**config.mk**
```make
export PLATFORM = sky130hd
export DESIGN_NAME = not_gate_reg
export DESIGN_NICKNAME = d
export VERILOG_FILES = /design/src/rtl/not_gate_reg.sv
export SDC_FILE = /design/constraint.sdc
export NUM_CORES = 1
export LEC_CHECK = 0
export BUFFER_PORTS_ARGS = -buffer_cell sky130_fd_sc_hd__buf_2
export CAP_MARGIN = 20
export CORE_AREA = 3 3 42 44
export CTS_BUF_LIST = sky130_fd_sc_hd__clkbuf_8 sky130_fd_sc_hd__clkbuf_16
export DETAILED_ROUTE_END_ITERATION = 12
export DIE_AREA = 0 0 45 47
export SKIP_LAST_GASP = 1
export SYNTH_ARGS = -nofsm -noshare
export SYNTH_HDL_FRONTEND = slang
export SYNTH_SLANG_ARGS = --single-unit
```
**constraint.sdc**
```tcl
create_clock -name clk -period 2 [get_ports clk]
set_input_delay 0.4 -clock clk [delete_from_list [all_inputs] [get_ports clk]]
set_output_delay 0.4 -clock clk [all_outputs]
set_load 0.02 [all_outputs]
```
**src/rtl/not_gate_reg.sv**
```systemverilog
// Bit-wise inverter with a registered inverse, per-bit edge pulses and a
// saturating transition counter. The combinational path y = ~a needs no clock.
module not_gate_reg #(
  parameter int WIDTH   = 1,
  parameter int COUNT_W = 8
) (
  input  logic [WIDTH-1:0]   a,
  output logic [WIDTH-1:0]   y,
  input  logic               clk,
  input  logic               rst,
  output logic [WIDTH-1:0]   y_q,
  output logic [WIDTH-1:0]   rise,
  output logic [WIDTH-1:0]   fall,
  output logic [COUNT_W-1:0] tcount,
  input  logic               clr
);

  logic [WIDTH-1:0]   a_d;
  logic [WIDTH-1:0]   a_prev_q;
  logic [WIDTH-1:0]   y_q_q;
  logic [WIDTH-1:0]   rise_q;
  logic [WIDTH-1:0]   fall_q;
  logic [WIDTH-1:0]   rise_d;
  logic [WIDTH-1:0]   fall_d;
  logic [COUNT_W-1:0] tcount_q;
  logic [COUNT_W-1:0] tcount_d;
  logic [COUNT_W:0]   tcount_inc;
  logic               changed;

  assign y = ~a;

  always_comb begin
    changed    = (a != a_d);
    rise_d     = a_d & ~a_prev_q;
    fall_d     = ~a_d & a_prev_q;
    tcount_inc = {1'b0, tcount_q} + {{COUNT_W{1'b0}}, 1'b1};
    tcount_d   = tcount_q;
    // Clear wins over an increment; the carry bit flags saturation.
    if (clr) begin
      tcount_d = '0;
    end else if (changed && !tcount_inc[COUNT_W]) begin
      tcount_d = tcount_inc[COUNT_W-1:0];
    end
  end

  always_ff @(posedge clk or posedge rst) begin
    if (rst) begin
      a_d      <= '0;
      a_prev_q <= '0;
      y_q_q    <= '1;
      rise_q   <= '0;
      fall_q   <= '0;
      tcount_q <= '0;
    end else begin
      a_d      <= a;
      a_prev_q <= a_d;
      y_q_q    <= ~a;
      rise_q   <= rise_d;
      fall_q   <= fall_d;
      tcount_q <= tcount_d;
    end
  end

  assign y_q    = y_q_q;
  assign rise   = rise_q;
  assign fall   = fall_q;
  assign tcount = tcount_q;

endmodule

```
---- After elaboration in Yosys (flattened, before gate mapping) ----
Cells that the tools add are included.
operators by class
  add/subtract/negate cells ............... 1
  bitwise logic cells ..................... 5
  equality and inequality tests ........... 1
  mux-type cells .......................... 2
  reduce and logical (&&, ||, !) cells .... 3
operators with widths
  operator             number
  $mux 8               2
  $add 8x1->9 const B  1
  $not 1->1            3
  $and 1x1->1          2
  $reduce_bool 2->1    1
  $logic_and 1x1->1    1
  $logic_not 1->1      1
  $ne 1x1->1           1
word-level totals
  output and inout bits ................... 12
  input bits .............................. 4
  register bits after elaboration ......... 13
  word-level logic and storage cells ...... 18

---- Depth between registers and ports, before layout ----
Gate-level depths: netlist of run 1.
  depth after elaboration ................. 5
  mapped depth ............................ 5

---- Worst setup path before layout of run 1 ----
OpenSTA, ideal clock, no wires.
  kind .................................... register to register
  start point ............................. register tcount_q[0] (netlist: tcount[0])
  end point ............................... register tcount_q[5] (netlist: tcount[5])
  required time ........................... 1.922 ns
  slack ................................... 0.518 ns
  arrival ................................. 1.405 ns
  library setup time ...................... 0.078 ns
  stages on the path, launching flop included .. 5
  cell sequence ........................... dfrtp_1 -> nand3_1 -> nand2b_2 -> or4_1 -> a21oi_1
between the ends
  word-level cells in the longest chain between the ends .. 4
  elaborated cells on any way between the ends .. 6
ends and longest elaborated chain
  element                             RTL line  RTL
  start: declaration                  25        logic [COUNT_W-1:0] tcount_q;
  start signal: assignment            60        tcount_q <= tcount_d;
  $add 8x1->9 *                       36        tcount_inc = {1'b0, tcount_q} + {{COUNT_W{1'b0}}, 1'b1};
  $logic_not 1->1                     41        end else if (changed && !tcount_inc[COUNT_W]) begin
  $logic_and 1x1->1                   41
  $reduce_bool 2->1 (no source line)  --
Every way passes the cells marked *; elsewhere a longest branch is shown, timed or not. The select of a mux whose other input is x is not followed.
A chain may end at the register's enable or synchronous reset.

---- Worst setup path after layout of run 1 ----
  start point ............................. register a_d
  end point ............................... register tcount_q[5] (netlist: tcount[5])
between the ends
  word-level cells in the longest chain between the ends .. 3
ends and longest elaborated chain
  element                             RTL line  RTL
  start: declaration                  18        logic [WIDTH-1:0] a_d;
  start signal: assignment            48        a_d <= '0;
  start signal: assignment            55        a_d <= a;
  $ne 1x1->1                          33        changed = (a != a_d);
  $logic_and 1x1->1                   41
  $reduce_bool 2->1 (no source line)  --
Every way passes these cells.

==> flow_summary_export.csv, run 1 <==
group,metric,value,unit
logic_synthesis,synth_cell_types,25,
cts,clock_sinks,13,
logic_synthesis,synthTopCellsByArea,"dfrtp_1 52%, dfstp_2 4.5%, nor2_1 3.9%, a21oi_1 3.5%, xor2_1 3.0%",
cts,htreeDepth,1,
worst_setup_path,crit_arrival,1710,ps
placement,hpwlAfterDp,762,µm
floorplanning,start_util,39.3,%
cts,cts_buffers,3,
placement,place_ws,373,ps
pwr,ir_drop,0.000408,V
cts,hold_buffers,0,
timing,finalMaxSlewViolations,0,
cts,clock_latency,240,ps
detailed_routing,drtIter0Drc,11,
global_route,first_global_vias,388,
logic_synthesis,synth_edf_count,0,
placement,portBuffers,15,
timing,period_minus_slack,1540,ps
global_route,antenna_found_initial,0,
detailed_routing,drtAntennaViolNets,0,
logic_synthesis,synth_flop_cell,"dfrtp_1",
floorplanning,die_area,2120,µm²
worst_setup_path,crit_fanout,6,
timing,worst_pin_slew,474,ps
logic_synthesis,synthArstFlopShare,100,%
timing,hold_violations,0,
timing,setup_tns,0,ps
timing,max_freq,649,MHz
timing,clock_skew,5.37,ps
logic_synthesis,syn_nets,59,
timing,rsz0062_at_grt,"false",
status,status,"completed",
global_route,grt_max_degree,14,
finish,diodes,0,
detailed_routing,finalWirelength,1.01,mm
logic_synthesis,netlist_area,578,µm²
logic_synthesis,yosysSeqAreaShare,56.5,%
logic_synthesis,ys_warn_count,0,
pwr,cellLeakagePower,0.347,nW
timing,setup_violations,0,
floorplanning,die-width,45,µm
finish,drive_above_1_share,29.2,%
floorplanning,core-area,1470,µm²
logic_synthesis,synth.top_cell.area_share,51.9,%
timing,setup_slack,460,ps
job,maxCapViolCount,0,
worst_setup_path,startpoint_type,"flop",
detailed_routing,vias,448,
finish,finish.utilization,48.6,%
worst_setup_path,crit_required,2170,ps
detailed_routing,via_per_inst,5.09,
pwr,p_total,0.568,mW
worst_hold_path,hp-class,"in2async",
finish,layout_commonest_cell,"buf_2",
worst_setup_path,cpPeakStageDelay,500,ps
cts,postCtsSetupBuffers,0,
placement,place_congestion,0.791,
cts,cts_buffer_depth,2,
timing,fin_crit_sh,77.0,%
cts,clk_pin_slew_worst_paths,50,ps
global_route,grt_usage,11.9,%
finish,fin_nets,78,
floorplanning,fp-row-count,14,
worst_setup_path,crit_chain,"xor2_2 > nand2b_2 > or4_1 > a21oi_1",
logic_synthesis,yosys.area.top_type,"dfrtp_1",
detailed_routing,drtPass1Iterations,4,
detailed_routing,drcViolationCount,0,
timing,slew-limit-headroom,68.4,%
worst_setup_path,crit_path_end_kind,"flop",
pwr,powerDensity,795,nW/µm²
logic_synthesis,ys_seq_elements,13,
floorplanning,pin_count,16,
worst_setup_path,critPathKind,"reg2reg",
logic_synthesis,syn_area_per_cell,10.7,µm²
floorplanning,die_h,47,µm
cts,post_cts_resize_count,0,
logic_synthesis,postSynthCellCount,54,
global_route,grt_pass1_wl,1.77,mm
cts,cts_tree,"yes",
cts,cts-root-buf,"clkbuf_8",
finish,area_growth,23.6,%
finish,most-common-layout-cells,"15 x buf_2, 12 x dfrtp_1, 6 x nor2_1, 4 x inv_1, 4 x a21oi_1",
detailed_routing,drt-wirelength-per-cell,11.5,µm
global_route,grt_overflow_total,0,
worst_setup_path,slowest_stage,"or4_1",
timing,holdWs,162,ps
==> worst paths after layout <==
check                         start   endpoint  slack [ps]  depth (start not counted)
setup / recovery                a_d  tcount[5]         460                          4
hold / removal                  rst  tcount[0]         160                          2
setup reg to reg                a_d  tcount[5]         460                          4
hold reg to reg            a_prev_q       rise         410                          1
max in group asynchronous       rst        y_q        1490                          2
min in group clk                  a        a_d         320                          1
==> final cells by class <==
class                           count  area (µm²)
Timing Repair Buffer               15        75.1
Tap cell                           16        20.0
Sequential cell                    13         327
Fill cell                         145         757
Multi-Input combinational cell     37         236
Clock buffer                        3        41.3
Clock inverter                      1        3.75
Inverter                            3        11.3
==> worst max-delay path: cells and delay by family (launching register included) <==
kind | cells | cell delay (ps)
xor+xnor | 1 | 290
compound gates | 1 | 150
flops | 1 | 420
simple gates | 2 | 610
==> logic make-up after synthesis <==
group	synth area share, %
multiplexers	1.73
flip-flops	56.5
AO/OA/AOI/OAI	10.6
XOR/XNOR	5.85
buffers and inverters	2.60
AND/OR/NAND/NOR	20.6
adder cells (fa/ha/maj)	2.16
==> Yosys cell counts (2+ instances only) <==
cell and n:
dfrtp_1 12, o21ai_0 2, nand2_1 2, inv_1 3, nor2_1 6, o31ai_1 2
xor2_1 2, nand3_1 3, or3_1 2, nor3_1 2, a21oi_1 4
==> stage by stage <==
step                      cells  instance area, µm²
after detailed placement     84                 669
final                        88                 714
after global placement       84                 669
after global routing         88                 714
after floorplan              54                 578
after CTS                    88                 714
==> layer usage <==
metal	wire [µm]	GRT usage, %	vias up	part of all wire [%]
met3	76	4.60	3	7.5
met1	468	15.0	204	46
met4	19	5.26	0	1.9
li1	-	-	226	-
met2	446	18.4	15	44
met5	0	0	-	0
==> sequential cells by signal, indices dropped and copies added (netlist names) <==
| name | cells |
|---|---|
| y_q | 1 |
| a_d | 1 |
| a_prev_q | 1 |
| rise | 1 |
| fall | 1 |
| tcount | 8 |
==> power breakdown <==
part	internal, mW	switching, mW	total, mW
registers	0.275	0.00948	0.285
clock network	0.135	0.0901	0.225
logic	0.0205	0.0372	0.0578
total	0.431	0.137	0.568
Power figures use the tool's default switching activity.
==> run 2, diff against run 1 <==
--- a/config.mk
+++ b/config.mk
@@ -5,12 +5,13 @@
 export SDC_FILE = /design/constraint.sdc
 export NUM_CORES = 1
 export LEC_CHECK = 0
+export ABC_AREA = 1
 export BUFFER_PORTS_ARGS = -buffer_cell sky130_fd_sc_hd__buf_2
 export CAP_MARGIN = 20
-export CORE_AREA = 3 3 42 44
+export CORE_AREA = 3 3 45 47
 export CTS_BUF_LIST = sky130_fd_sc_hd__clkbuf_8 sky130_fd_sc_hd__clkbuf_16
 export DETAILED_ROUTE_END_ITERATION = 12
-export DIE_AREA = 0 0 45 47
+export DIE_AREA = 0 0 48 50
 export SKIP_LAST_GASP = 1
 export SYNTH_ARGS = -nofsm -noshare
 export SYNTH_HDL_FRONTEND = slang
==> constraint.sdc (replaced) <==
create_clock -name clk -period 1.45 [get_ports clk]
set_input_delay 0.29 -clock clk [delete_from_list [all_inputs] [get_ports clk]]
set_output_delay 0.29 -clock clk [all_outputs]
set_load 0.02 [all_outputs]
==> flow_summary_export.csv, run 2 <==
group,metric,value,unit
floorplanning,die-width,48,µm
pwr,ir_drop,0.000537,V
worst_setup_path,crit_fanout,5,
worst_setup_path,crit_path_end_kind,"flop",
worst_hold_path,hp-class,"in2async",
logic_synthesis,synth_cell_types,21,
finish,diodes,0,
finish,fin_nets,116,
placement,hpwlAfterDp,1.01,mm
logic_synthesis,ys_warn_count,0,
cts,clk_pin_slew_worst_paths,60,ps
placement,place_inst,122,
cts,clock_latency,240,ps
logic_synthesis,netlist_area,686,µm²
worst_setup_path,path_buf_inv,1,
job,maxCapViolCount,0,
floorplanning,fp-row-count,15,
finish,drive_above_1_share,29.1,%
finish,layout_commonest_cell,"nand2_1",
cts,cts_buffer_depth,2,
timing,setup_violations,0,
finish,final-instance-count-excl-fill,127,
detailed_routing,drcViolationCount,0,
worst_setup_path,startpoint_type,"flop",
global_route,grt_usage,14.0,%
worst_setup_path,critPathKind,"reg2reg",
logic_synthesis,yosys.area.top_type,"dfrtp_1",
detailed_routing,drtIter0Drc,3,
logic_synthesis,post-synth-top-count-cell,"nand2_1",
cts,cts_buffers,3,
logic_synthesis,synthTopCellsByArea,"dfrtp_1 44%, nand2_1 16%, inv_1 7.1%, nor2_1 4.9%, nand3_1 4.4%",
placement,place_congestion,0.838,
logic_synthesis,syn_area_per_cell,7.62,µm²
finish,largest_reg_flops,8,
worst_setup_path,crit_required,1580,ps
timing,holdWs,61.1,ps
detailed_routing,vias,593,
cts,htreeDepth,1,
timing,max_freq,779,MHz
detailed_routing,via_per_inst,4.67,
floorplanning,core-area,1690,µm²
detailed_routing,drtAntennaViolNets,0,
logic_synthesis,postSynthCellCount,90,
finish,design_area,838,µm²
timing,clock_skew,2.31,ps
cts,cts_tree,"yes",
logic_synthesis,synth_flop_cell,"dfrtp_1",
timing,slew-limit-headroom,66.6,%
pwr,powerDensity,993,nW/µm²
finish,fill_cells,168,
logic_synthesis,synth.top_cell.area_share,43.8,%
detailed_routing,drtPass1Iterations,4,
finish,area_growth,22.3,%
placement,portBuffers,15,
global_route,grt_overflow_total,0,
finish,most-common-layout-cells,"29 x nand2_1, 15 x buf_2, 13 x inv_1, 12 x dfrtp_1, 9 x nor2_1",
floorplanning,start_util,40.6,%
logic_synthesis,syn_nets,95,
logic_synthesis,synthArstFlopShare,100,%
status,status,"completed",
global_route,antenna_found_initial,0,
worst_setup_path,cp_top_family,"simple AND/OR/NAND/NOR gates",
timing,setup_tns,0,ps
timing,finalMaxSlewViolations,0,
timing,worst_pin_slew,500,ps
floorplanning,die_area,2400,µm²
logic_synthesis,yosysSeqAreaShare,47.6,%
timing,fin_crit_sh,88.6,%
logic_synthesis,synth_edf_count,0,
cts,hold_buffers,0,
floorplanning,die_h,50,µm
timing,hold_violations,0,
global_route,first_global_vias,525,
cts,cts-root-buf,"clkbuf_8",
timing,period_minus_slack,1280,ps
global_route,grt_max_degree,14,
logic_synthesis,ys_seq_elements,13,
worst_setup_path,crit_arrival,1420,ps
worst_setup_path,cpPeakStageDelay,400,ps
worst_setup_path,slowest_stage,"dfrtp_1",
global_route,grt_pass1_wl,2.33,mm
floorplanning,pin_count,16,
worst_setup_path,crit_chain,"ha_1 > nand2_2 > nor2_2 > nand2_2 > nand2_2 > nand2_4 > clkinv_4 > nand2_1 > nand2_1",
placement,dpl_cell_area,782,µm²
cts,clock_sinks,13,
timing,rsz0062_at_grt,"false",
detailed_routing,finalWirelength,1.35,mm
detailed_routing,drt-wirelength-per-cell,10.6,µm
worst_setup_path,cpMostUsedCell,"nand2_2",
logic_synthesis,synth_commonest_cells,"30 x nand2_1, 13 x inv_1, 12 x dfrtp_1",
pwr,cellLeakagePower,0.487,nW
run 2: changes by cell type after synthesis, moves of 2 or more:
cell and delta:
nand3_1 +3, or3_1 -2, nor2_1 +3, xor2_1 -2, inv_1 +10, nand2_2 +4, nand2_1 +28, a21oi_1 -2
o31ai_1 -2
run 2: logic make-up after synthesis:
family / share of synthesized area (%)
buffers and inverters: 8.94
adder cells (fa/ha/maj): 1.82
AND/OR/NAND/NOR: 36.3
AO/OA/AOI/OAI: 5.29
flip-flops: 47.6
run 2: cell type report:
cell class | count | area [µm²] | area share [%]
repair buffers | 16 | 82.6 | 9.85
well taps | 17 | 21.3 | 2.54
multi-input cells | 62 | 300 | 35.8
inverters | 15 | 61.3 | 7.31
clock inverters | 1 | 5.00 | 0.597
clock buffers | 3 | 41.3 | 4.93
flip-flops and latches | 13 | 327 | 39.0
run 2: report_power, final:
part | internal [mW] | leakage [nW] | switching (mW)
clock network | 0.190 | 0.0255 | 0.135
registers | 0.382 | 0.169 | 0.0145
logic | 0.0383 | 0.293 | 0.0733
run 2: metrics by stage:
step                power, mW  worst slack, ps  utilization (%)
floorplan               0.474              121                -
global placement        0.510              159             46.3
detailed placement      0.510              124             46.3
CTS                     0.845              119             49.0
global route            0.890             19.7             49.6
finish                  0.832              166             49.6
run 2: worst paths after layout:
| kind | startpoint | endpoint | slack, ps | depth (start not counted) |
|---|---|---|---|---|
| setup / recovery | tcount[0] | tcount[1] | 170 | 9 |
| hold / removal | rst | tcount[1] | 60 | 2 |
| setup reg to reg | tcount[0] | tcount[1] | 170 | 9 |
| hold reg to reg | a_prev_q | rise | 420 | 1 |
| max in group asynchronous | rst | y_q | 1030 | 2 |
| min in group clk | a | a_d | 190 | 1 |
run 2: layer usage:
| metal | share of wire, % | track usage (%) |
|---|---|---|
| met5 | 0 | 0 |
| met4 | 2.4 | 8.07 |
| met3 | 4.4 | 3.28 |
| met2 | 48 | 18.3 |
| met1 | 45 | 20.4 |
run 2: what timing repair did:
action	CTS	global route
endpoints found under the setup margin	0	4
resized for setup	0	1
endpoints found under the hold margin	0	0
buffers inserted	0	1
run 2: worst register-to-register path, delay by kind of cell (launching register included):
family | cells | cell delay (ps)
fa+ha+maj | 1 | 220
buf+inv | 1 | 80
flops | 1 | 400
simple gates | 7 | 480
